$ cat config.mk
export PLATFORM = sky130hd
export DESIGN_NAME = adder_arbiter
export DESIGN_NICKNAME = d
export VERILOG_FILES = /design/src/rtl/adder_arbiter_pkg.sv /design/src/rtl/adder_arbiter_adder.sv /design/src/rtl/adder_arbiter.sv
export SDC_FILE = /design/constraint.sdc
export NUM_CORES = 1
export LEC_CHECK = 0
export BUFFER_PORTS_ARGS = -buffer_cell sky130_fd_sc_hd__clkbuf_2
export CORE_MARGIN = 2
export CORE_UTILIZATION = 42
export CTS_BUF_LIST = sky130_fd_sc_hd__clkbuf_4 sky130_fd_sc_hd__clkbuf_8 sky130_fd_sc_hd__clkbuf_16
export DETAILED_ROUTE_END_ITERATION = 10
export GPL_TIMING_DRIVEN = 1
export PLACE_DENSITY = 0.76
export SLEW_MARGIN = 20
export SYNTH_ARGS = -nofsm -noshare
export SYNTH_HDL_FRONTEND = slang
export SYNTH_SLANG_ARGS = --single-unit
$ cat constraint.sdc
create_clock -name clk -period 17.2 [get_ports clk]
set_input_delay 1.72 -clock clk [delete_from_list [all_inputs] [get_ports clk]]
set_output_delay 1.72 -clock clk [all_outputs]
set_load 0.01 [all_outputs]
$ cat src/rtl/adder_arbiter_pkg.sv
// Shared types and helpers for the round-robin adder arbiter.
// Holds the slot state encoding, the debug counter width and the rotating first-set search.
package adder_arbiter_pkg;

  typedef enum logic {
    EMPTY = 1'b0,
    FULL  = 1'b1
  } state_e;

  localparam int BUSY_CNT_W = 8;

  // One-hot grant over up to 8 requesters.
  // The search starts at ptr and wraps at n; bits at index n and above are never granted.
  function automatic logic [7:0] rr_pick(input logic [7:0] vld,
                                         input logic [2:0] ptr,
                                         input int         n);
    logic [7:0] g;
    int         idx;
    g = '0;
    for (int k = 0; k < 8; k++) begin
      idx = (int'(ptr) + k) % n;
      if (k < n && g == '0 && vld[idx[2:0]]) g[idx[2:0]] = 1'b1;
    end
    return g;
  endfunction

endpackage

$ cat src/rtl/adder_arbiter_adder.sv
// Plain WIDTH-bit datapath adder shared by the arbiter.
// The carry out is dropped, so the sum wraps modulo 2^WIDTH.
module adder #(
  parameter int WIDTH = 32
) (
  input  logic [WIDTH-1:0] a,
  input  logic [WIDTH-1:0] b,
  output logic [WIDTH-1:0] sum
);
  assign sum = a + b;
endmodule

$ cat src/rtl/adder_arbiter.sv
// Round-robin arbiter that shares one adder between NUM_REQ requesters.
// A single registered result slot returns the sum together with the winning requester index.
module adder_arbiter
  import adder_arbiter_pkg::*;
#(
  parameter int WIDTH   = 32,
  parameter int NUM_REQ = 4,
  parameter int ID_W    = 2
) (
  input  logic                     clk,
  input  logic                     reset_n,
  input  logic [NUM_REQ-1:0]       req_valid,
  output logic [NUM_REQ-1:0]       req_ready,
  input  logic [NUM_REQ*WIDTH-1:0] req_a,
  input  logic [NUM_REQ*WIDTH-1:0] req_b,
  output logic                     resp_valid,
  input  logic                     resp_ready,
  output logic [ID_W-1:0]          resp_id,
  output logic [WIDTH-1:0]         resp_sum,
  output logic [BUSY_CNT_W-1:0]    busy_cnt
);

  state_e                  state_q;
  logic [ID_W-1:0]         rr_q, rr_d, id_q, win_id;
  logic [WIDTH-1:0]        sum_q, op_a, op_b, sum_d;
  logic [BUSY_CNT_W-1:0]   busy_q;
  logic [7:0]              vld8, gnt8;
  logic [2:0]              ptr3;
  logic [NUM_REQ-1:0]      gnt;
  logic                    can_accept, accept, stall;

  // Zero-extend to the fixed 8-wide search used by the package helper.
  always_comb begin
    vld8 = '0;
    vld8[NUM_REQ-1:0] = req_valid;
    ptr3 = '0;
    ptr3[ID_W-1:0] = rr_q;
  end

  assign gnt8       = rr_pick(vld8, ptr3, NUM_REQ);
  assign gnt        = gnt8[NUM_REQ-1:0];
  assign can_accept = (state_q == EMPTY) | resp_ready;
  // Gate with reset so nothing is acknowledged while the block is held in reset.
  assign req_ready  = gnt & {NUM_REQ{can_accept & reset_n}};
  assign accept     = |(req_valid & req_ready);
  assign stall      = (|req_valid) & ~(|req_ready);

  always_comb begin
    win_id = '0;
    op_a   = '0;
    op_b   = '0;
    for (int i = 0; i < NUM_REQ; i++) begin
      if (gnt[i]) begin
        win_id = ID_W'(i);
        op_a   = req_a[i*WIDTH +: WIDTH];
        op_b   = req_b[i*WIDTH +: WIDTH];
      end
    end
  end

  assign rr_d = (win_id == ID_W'(NUM_REQ-1)) ? '0 : win_id + 1'b1;

  adder #(.WIDTH(WIDTH)) u_adder (
    .a   (op_a),
    .b   (op_b),
    .sum (sum_d)
  );

  always_ff @(posedge clk or negedge reset_n) begin
    if (!reset_n) begin
      state_q <= EMPTY;
      rr_q    <= '0;
      id_q    <= '0;
      sum_q   <= '0;
      busy_q  <= '0;
    end else begin
      // A new accept wins over a drain, so the slot is simply overwritten.
      if (accept) begin
        state_q <= FULL;
        sum_q   <= sum_d;
        id_q    <= win_id;
        rr_q    <= rr_d;
      end else if (state_q == FULL && resp_ready) begin
        state_q <= EMPTY;
      end
      if (stall && busy_q != '1) busy_q <= busy_q + 1'b1;
    end
  end

  assign resp_valid = (state_q == FULL);
  assign resp_id    = id_q;
  assign resp_sum   = sum_q;
  assign busy_cnt   = busy_q;

endmodule

Yosys cells after proc, flatten, opt, wreduce, memory -nomap -nowiden:

Cells that the tools add are included.

* register bits after elaboration: 45
* latch bits: 0
* bits in writable memories: 0
* bits in read-only memories: 0
* bits of input ports: 263
* output and inout bits: 47
* word-level logic and storage cells: 87
* memories: 0

* $add $sub $neg: 6
* multipliers: 0
* divide/modulo/power cells: 0
* $lt $le $gt $ge: 8
* eq/ne operators: 2
* shifts and indexed selects: 0
* muxes and demuxes: 34
* bitwise operators: 13
* reduce and logical (&&, ||, !) cells: 19

Operators by type and width (count)
* $mux W32: 8
* $add A32 B32 Y32: 1
* $logic_not A8 Y1: 3
* $mux W8: 2
* $lt A3 B4 Y1 const B: 3
* $reduce_or A4 Y1: 3
* $mux W1: 11
* $bmux W1 S3: 3
* $demux W1 S3: 3
* $ge A3 B1 Y1 const B: 3
* $logic_and A1 B1 Y1: 9
* $add A8 B1 Y8 const B: 1
* $and A4 B4 Y4: 2
* $mux W4: 2
* $ne A8 B8 Y1 const B: 1
* $or A4 B8 Y8: 1
* $or A8 B8 Y8: 1
* $mux W2: 3
* $reduce_or A2 Y1: 3
* $add A2 B1 Y2 const B: 2
* $add A2 B2 Y2 const B: 2
* $lt A2 B4 Y1 const B: 1
* $or A4 B4 Y4: 1
* $and A1 B1 Y1 const A: 3
* other kinds (8): 10

Longest topological paths before layout:

Gate-level depths: netlist (run 1).

* depth in word-level cells: 20
* mapped depth: 25
* mapped depth without buffers: 22

Modules after synthesis:

A second synthesis (run 1) with hierarchy kept.

* cell total of the unflattened synthesis: 750
* area, all modules: 5947.0 sq um

Modules (own cells, without submodules)
* adder_arbiter: times used 1, cells each 509, area an instance 4202.8 sq um, sequential area each 1126.1 sq um
* adder: times used 1, cells each 241, area an instance 1744.2 sq um, sequential area each 0.0 sq um

Worst setup path before layout (run 1):

Ideal clock, no wire load.

* kind: input port to flip-flop
* from: input port req_valid[3]
* to: register sum_q[30] (netlist: resp_sum[30])
* setup time: 134 ps
* arrival: 6675 ps
* required time: 17066 ps
* path slack: 10391 ps
* stages on the path: 21
* path buffers: 2
* path through: mux4_2 > a22o_4 > o41a_1 > a31oi_4 > nor2_1 > buf_2 > buf_6 > a221o_1 > o21ai_0 > o21ai_1 > ha_1 > fa_1 > a21oi_1 > nand4b_1 > a21boi_0 > o2111ai_1 > a31oi_1 > a221o_1 > a21oi_1 > nor4b_1 > o31ai_2

* cells in the longest elaborated chain, start to end: 17
* elaborated cells on any way between the ends: 33
* classes of those cells: 1 x add/sub; 20 x mux; 5 x bitwise; 7 x reduce/logical

RTL lines
* start: declaration: line adder_arbiter.sv:12 `input logic [NUM_REQ-1:0] req_valid,`
* $bmux W1 S2: line adder_arbiter_pkg.sv:22 `if (k < n && g == '0 && vld[idx[2:0]]) g[idx[2:0]] = 1'b1;`
* $mux W1 (implied by the code): line adder_arbiter_pkg.sv:22
* $mux W4: line adder_arbiter_pkg.sv:22
* $logic_not A8 Y1: line adder_arbiter_pkg.sv:22
* $logic_and A1 B1 Y1: line adder_arbiter_pkg.sv:22
* $mux W8: line adder_arbiter_pkg.sv:22
* $logic_not A8 Y1: line adder_arbiter_pkg.sv:22
* $logic_and A1 B1 Y1: line adder_arbiter_pkg.sv:22
* $mux W8: line adder_arbiter_pkg.sv:22
* $logic_not A8 Y1: line adder_arbiter_pkg.sv:22
* $logic_and A1 B1 Y1: line adder_arbiter_pkg.sv:22
* $mux W4: line adder_arbiter_pkg.sv:22
* $mux W32 (4 in series): line adder_arbiter.sv:53 `if (gnt[i]) begin`
* $add A32 B32 Y32: line adder_arbiter_adder.sv:10 `assign sum = a + b;`
* end signal: assignment: line adder_arbiter.sv:80 `sum_q <= sum_d;`
* end: declaration: line adder_arbiter.sv:25 `logic [WIDTH-1:0] sum_q, op_a, op_b, sum_d;`

Parallel ways exist; a longest one is shown, timed or not. The select of a mux whose other input is x is not followed.
A chain may end at the register's enable or synchronous reset.

Worst setup path after layout (run 1):

* from: input port req_valid[3]
* to: register sum_q[28] (netlist: resp_sum[28])

The elaborated chain is that of the path after synthesis.

==> impl_metrics.json, run 1 <==
{
  "outcome": "completed",
  "gr-usage-all-layers_pct": 28.1,
  "cts_tree": "done",
  "crit_required_ns": 17.37,
  "tightest_slew_ns": 0.942,
  "rsz0062_at_grt": "no",
  "crit_path_max_incr_delay_ns": 0.60,
  "post-route-min-period_ns": 7.94,
  "finalNetCount": 1291,
  "cts_buffers": 5,
  "fin_crit_sh_pct": 46.2,
  "grt_max_degree": 71,
  "vias_per_cell": 5.84,
  "drc": 0,
  "synth_area_um2": 5690,
  "wl_per_cell_um": 18.4,
  "clock_skew_ns": 0.00246,
  "antenna_left": 0,
  "cts-root-buf": "clkbuf_16",
  "ys.flop_type": "dfrtp_1",
  "die_x_um": 120,
  "drtPass1Iterations": 8,
  "ys_types": 78,
  "overflow": 0,
  "numPortBuffers": 309,
  "cp-startpoint": "req_valid[3]",
  "ys.warnings.count": 0,
  "core_region_area_um2": 13200,
  "critPathLaunchType": "input pin",
  "postCtsSetupRepairBufs": 0,
  "drv_cap": 0,
  "yosys_register_bits": 45,
  "num_vias": 6793,
  "clock_sinks": 45,
  "hp-start": "resp_sum[14]",
  "grt_pass1_wl_um": 32500,
  "dp_hpwl_um": 17400,
  "htree_levels": 2,
  "crit_fanout": 41,
  "die_area_um2": 14500,
  "timing.fmax_mhz": 126,
  "wirelength_um": 21400,
  "slew_headroom_pct": 37.2,
  "first_global_vias": 6202,
  "finalWeightedCongestion": 1.01,
  "async_flop_share_pct": 100,
  "end_kind": "flop",
  "hold_viol_final": 0,
  "ioPinCount": 310,
  "num_antenna_cells": 0,
  "critical_path_class": "input pin to flop",
  "seq_area_frac_synth_pct": 19.8,
  "slowest_stage": "mux4_2",
  "clkTransAtPathRegs_ns": 0.06,
  "synthCells": 716,
  "clock_path_buffers": 2,
  "setup_viol": 0,
  "synth_edf_count": 0,
  "first_iter_violations": 546,
  "start_util_pct": 43.0,
  "cts_resized": 0,
  "drive_gt1_share_pct": 36.1,
  "crit_path_cell_trace": "clkbuf_2 -> mux4_2 -> a21boi_4 -> a22oi_1 -> a31o_1 -> nor4b_4 -> or2_2 -> buf_4 -> a221o_1 -> o21ai_0 -> o21ai_1 -> ha_1 -> fa_1 -> a21oi_1 -> nand4b_1 -> a21boi_0 -> o2111ai_1 -> a31oi_1 -> a221o_1 -> a21oi_1 -> or3b_2 -> a41o_1",
  "syn_nets": 1020,
  "finalSetupTns_ns": 0,
  "crit_arrival_ns": 8.12,
  "num_rows": 42,
  "hp-class": "flop to flop",
  "syn_avg_cell_area_um2": 7.95,
  "timing.rr.start": "rr_q[0]",
  "insertion_delay_ns": 0.28,
  "slew_viol_final": 0,
  "grt_antenna_before_repair": 1,
  "cts_hold_buf": 0,
  "area_delta_synth_final_pct": 30.2,
  "die_h_um": 120
}
stage by stage:
step	instances	hold WS (ns)	worst slack, ns	instance area (µm²)	utilization (%)
finish	1164	0.478	9.26	7410	55.9
global route	1164	0.495	8.78	7410	55.9
CTS	1164	0.487	9.35	7410	55.9
detailed placement	1156	0.473	9.05	7270	54.9
global placement	1156	0.461	9.20	7270	54.9
floorplan	716	0.513	10.39	5690	-
sequential cells by signal, indices dropped and copies added, names as in the netlist:
signal,cells
resp_valid,1
busy_cnt,8
rr_q,2
resp_id,2
resp_sum,32
synthesized netlist by cell type, types with 10 or more instances:
library cell    n  area [µm²]
inv_1          14        52.6
o21ai_0       101         505
a221o_1        63         631
nand2_1        95         357
nor2_1         36         135
dfrtp_1        45        1130
mux2_1         10         113
xnor2_1        25         219
clkbuf_1       23        86.3
a21oi_1        35         175
nand3_1        20         100
buf_2          17        85.1
ha_1           40         500
a21o_1         13        97.6
o21ai_1        22         110
placed cells by master, fill, tap and decap left out, types with 4 or more instances in the layout:
| master | n |
|---|---|
| a21o_1 | 13 |
| a21oi_1 | 35 |
| a221o_1 | 63 |
| a22oi_1 | 5 |
| a31oi_1 | 9 |
| and2_1 | 6 |
| and3_1 | 9 |
| buf_4 | 6 |
| clkbuf_16 | 5 |
| clkbuf_2 | 309 |
| dfrtp_1 | 45 |
| ha_1 | 40 |
| inv_1 | 14 |
| mux2_1 | 10 |
| mux2_2 | 7 |
| nand2_1 | 95 |
| nand3_1 | 20 |
| nand4_1 | 4 |
| nor2_1 | 34 |
| nor3_1 | 6 |
| o211ai_1 | 4 |
| o21a_1 | 9 |
| o21ai_0 | 101 |
| o21ai_1 | 22 |
| o31ai_1 | 4 |
| or2_2 | 4 |
| xnor2_1 | 25 |
| xor2_1 | 8 |
kinds of logic after synthesis:
family,Yosys count,share of synthesized area [%]
adders and majority gates,41,9.15
and+or+nand+nor,198,15.9
DFF,45,19.8
AOI/OAI and AO/OA,310,39.2
muxes,24,5.34
buffers and inverters,65,5.52
xor gates and xnor gates,33,5.08
path summary, 6_finish.rpt:
kind	to	slack (ns)	cells past startpoint
max	resp_sum[28]	9.26	22
min	resp_sum[14]	0.48	2
max reg2reg	resp_sum[30]	9.73	22
min reg2reg	resp_sum[14]	0.48	2
max in group asynchronous	resp_sum[13]	15.28	2
min in group asynchronous	busy_cnt[5]	1.52	2
per-layer routing:
metal / GRT usage [%] / wire (µm)
met5: 0 / 11
met4: 7.19 / 435
met3: 5.09 / 1650
met2: 44.7 / 10100
met1: 39.3 / 9280
cell type report:
cell class	count	area (µm²)
Multi-Input combinational cell	606	4280
Tap cell	176	220
Fill cell	1329	5830
Sequential cell	45	1130
Timing Repair Buffer	315	1590
Inverter	14	52.6
Clock inverter	2	10.0
Clock buffer	6	133
worst max-delay path, delay by kind of cell:
| kind | cells | cell delay, ns |
|---|---|---|
| compound gates | 13 | 2.99 |
| simple gates | 4 | 1.65 |
| buf+inv | 2 | 0.61 |
| mux | 1 | 0.60 |
| fa+ha+maj | 2 | 0.49 |
Power of run 1 is not shown: default switching activity piles up to over one toggle a cycle in this logic, so the estimate is an artifact.
==> inputs of run 2 (changes only) <==
--- a/config.mk
+++ b/config.mk
@@ -11,7 +11,7 @@
 export CTS_BUF_LIST = sky130_fd_sc_hd__clkbuf_4 sky130_fd_sc_hd__clkbuf_8 sky130_fd_sc_hd__clkbuf_16
 export DETAILED_ROUTE_END_ITERATION = 10
 export GPL_TIMING_DRIVEN = 1
-export PLACE_DENSITY = 0.76
+export PLACE_DENSITY = 0.79
 export SLEW_MARGIN = 20
 export SYNTH_ARGS = -nofsm -noshare
 export SYNTH_HDL_FRONTEND = slang
==> constraint.sdc (replaced) <==
create_clock -name clk -period 7.1 [get_ports clk]
set_input_delay 0.71 -clock clk [delete_from_list [all_inputs] [get_ports clk]]
set_output_delay 0.71 -clock clk [all_outputs]
set_load 0.01 [all_outputs]
==> run 2 against run 1 <==
Utilization rose by 0.65 points. Sequential cell count is the same. Final area grew 1.2%. Setup slack lost 8.9 ns. Non-clock buffer count is 6 higher. Final cell count increased by 0.86%. Critical path depth stayed put. Worst hold slack gained 0.0034 ns. Critical endpoint is now resp_sum[30]. Largest cell class unchanged. Highest routed layer is now met4.
==> impl_metrics.json, run 2 (synthesis gave the netlist of run 1 again) <==
{
  "ioPinCount": 310,
  "layout_common_cells": "clkbuf_2, o21ai_0, nand2_1, a221o_1, dfrtp_1",
  "wl_met2_um": 10200,
  "rsz0062_at_grt": "no",
  "grt_antenna_before_repair": 3,
  "die_h_um": 120,
  "finalWeightedCongestion": 0.974,
  "cts-root-buf": "clkbuf_16",
  "timing.fmax_mhz": 148,
  "clock_skew_ns": 0.00605,
  "seqCellArea_um2": 1130,
  "wl_met3_um": 1810,
  "htree_levels": 2,
  "crit_arrival_ns": 6.92,
  "clock_path_buffers": 2,
  "numPortBuffers": 309,
  "num_rows": 42,
  "dp_hpwl_um": 17500,
  "largest_reg_flops": 32,
  "num-fill-cells": 1278,
  "first_iter_violations": 495,
  "end_kind": "flop",
  "final_cells": 1174,
  "wirelength_um": 21800,
  "crit_required_ns": 7.26,
  "die_area_um2": 14500,
  "outcome": "completed",
  "hp-class": "flop to flop",
  "start_util_pct": 43.0,
  "drive_gt1_share_pct": 36.7,
  "slew_viol_final": 0,
  "wl_met1_um": 9340,
  "num_vias": 6829,
  "clock_sinks": 45,
  "antenna_left": 0,
  "finalNetCount": 1298,
  "wl_per_cell_um": 18.6,
  "fin_crit_sh_pct": 95.2,
  "slew_headroom_pct": 40.6,
  "multi_input_area_um2": 4290,
  "setup_viol": 0,
  "place_inst": 1162,
  "vias_per_cell": 5.82,
  "finalSetupTns_ns": 0,
  "overflow": 0,
  "insertion_delay_ns": 0.29,
  "first_global_vias": 6224,
  "critical_path_class": "flop to flop",
  "grt_pass1_wl_um": 32700,
  "post-route-min-period_ns": 6.76,
  "critPathLaunchType": "flop",
  "whs_ns": 0.481,
  "cts_hold_buf": 0,
  "cts_tree": "done",
  "fin_util_pct": 56.6,
  "top_layer": "met4",
  "hold_viol_final": 0,
  "drv_cap": 0,
  "drtPass1Iterations": 5,
  "tightest_slew_ns": 0.891,
  "area_delta_synth_final_pct": 31.7,
  "final_common_cell": "clkbuf_2",
  "postCtsSetupRepairBufs": 0,
  "drc": 0,
  "core_region_area_um2": 13200,
  "grt_max_degree": 128,
  "gr-usage-all-layers_pct": 28.3,
  "crit_fanout": 14,
  "clkTransAtPathRegs_ns": 0.06,
  "cts_buffers": 5,
  "die_x_um": 120
}
## run 2: changes by cell type in the layout (fill, tap and decap cells not counted)
cell	previous run	this run
buf_12	0	1
buf_4	6	10
buf_6	0	1
nor2_2	0	1
a31oi_2	0	1
clkinv_2	2	0
a31oi_1	9	8
diode_2	0	3
clkinvlp_4	0	2
## run 2: critical path: stages, from the launching register on
cell,delay [ns]
dfrtp_1,0.49
inv_1,0.16
ha_1,0.35
mux4_2,0.50
a21boi_4,0.18
a22oi_1,0.40
o41ai_4,0.21
o31ai_4,0.54
nor4_1,0.13
and2b_1,0.19
buf_4,0.19
a221o_1,0.31
ha_1,0.25
fa_1,0.42
a21oi_1,0.19
nand4b_1,0.15
a21boi_0,0.20
o2111ai_1,0.33
a31oi_2,0.22
a221o_1,0.35
a21oi_1,0.38
nor4b_1,0.36
o31ai_2,0.12
## run 2: layer usage
metal  vias to the layer above  track usage, %
met1                      3156            38.8
li1                       3298               -
met3                        37            4.48
met4                         0            7.34
met2                       338            46.5
met5                         -               0
## run 2: timing repair
| action | CTS | global route |
|---|---|---|
| endpoints found under the setup margin | 0 | 1 |
| gates resized for setup | 0 | 2 |
| hold endpoints to repair | 0 | 0 |
## run 2: path summary, 6_finish.rpt
| path | slack [ns] | to | start | depth (start not counted) |
|---|---|---|---|---|
| worst max-delay path | 0.34 | resp_sum[30] | rr_q[1] | 22 |
| worst min-delay path | 0.48 | resp_sum[2] | resp_sum[2] | 2 |
| worst max register to register | 0.34 | resp_sum[30] | rr_q[1] | 22 |
| worst min register to register | 0.48 | resp_sum[2] | resp_sum[2] | 2 |
| max in group asynchronous | 6.19 | resp_sum[8] | reset_n | 2 |
| min in group asynchronous | 0.49 | busy_cnt[4] | reset_n | 2 |
## run 2: through the flow
stage | setup WS [ns] | instance area (µm²)
CTS | 0.297 | 7470
global route | 0.0960 | 7490
detailed placement | 0.340 | 7320
floorplan | 1.02 | 5690
global placement | 0.579 | 7320
finish | 0.343 | 7490
## run 2: final cells by class
type | instances | area share, %
sequential | 45 | 15.0
antenna | 3 | 0.100
clock inverter | 2 | 0.200
multi-input combinational | 607 | 57.2
clock buffer | 6 | 1.77
inverter | 14 | 0.701
tap | 176 | 2.94
timing repair buffer | 321 | 22.1
Power of run 2 is left out for the same reason.
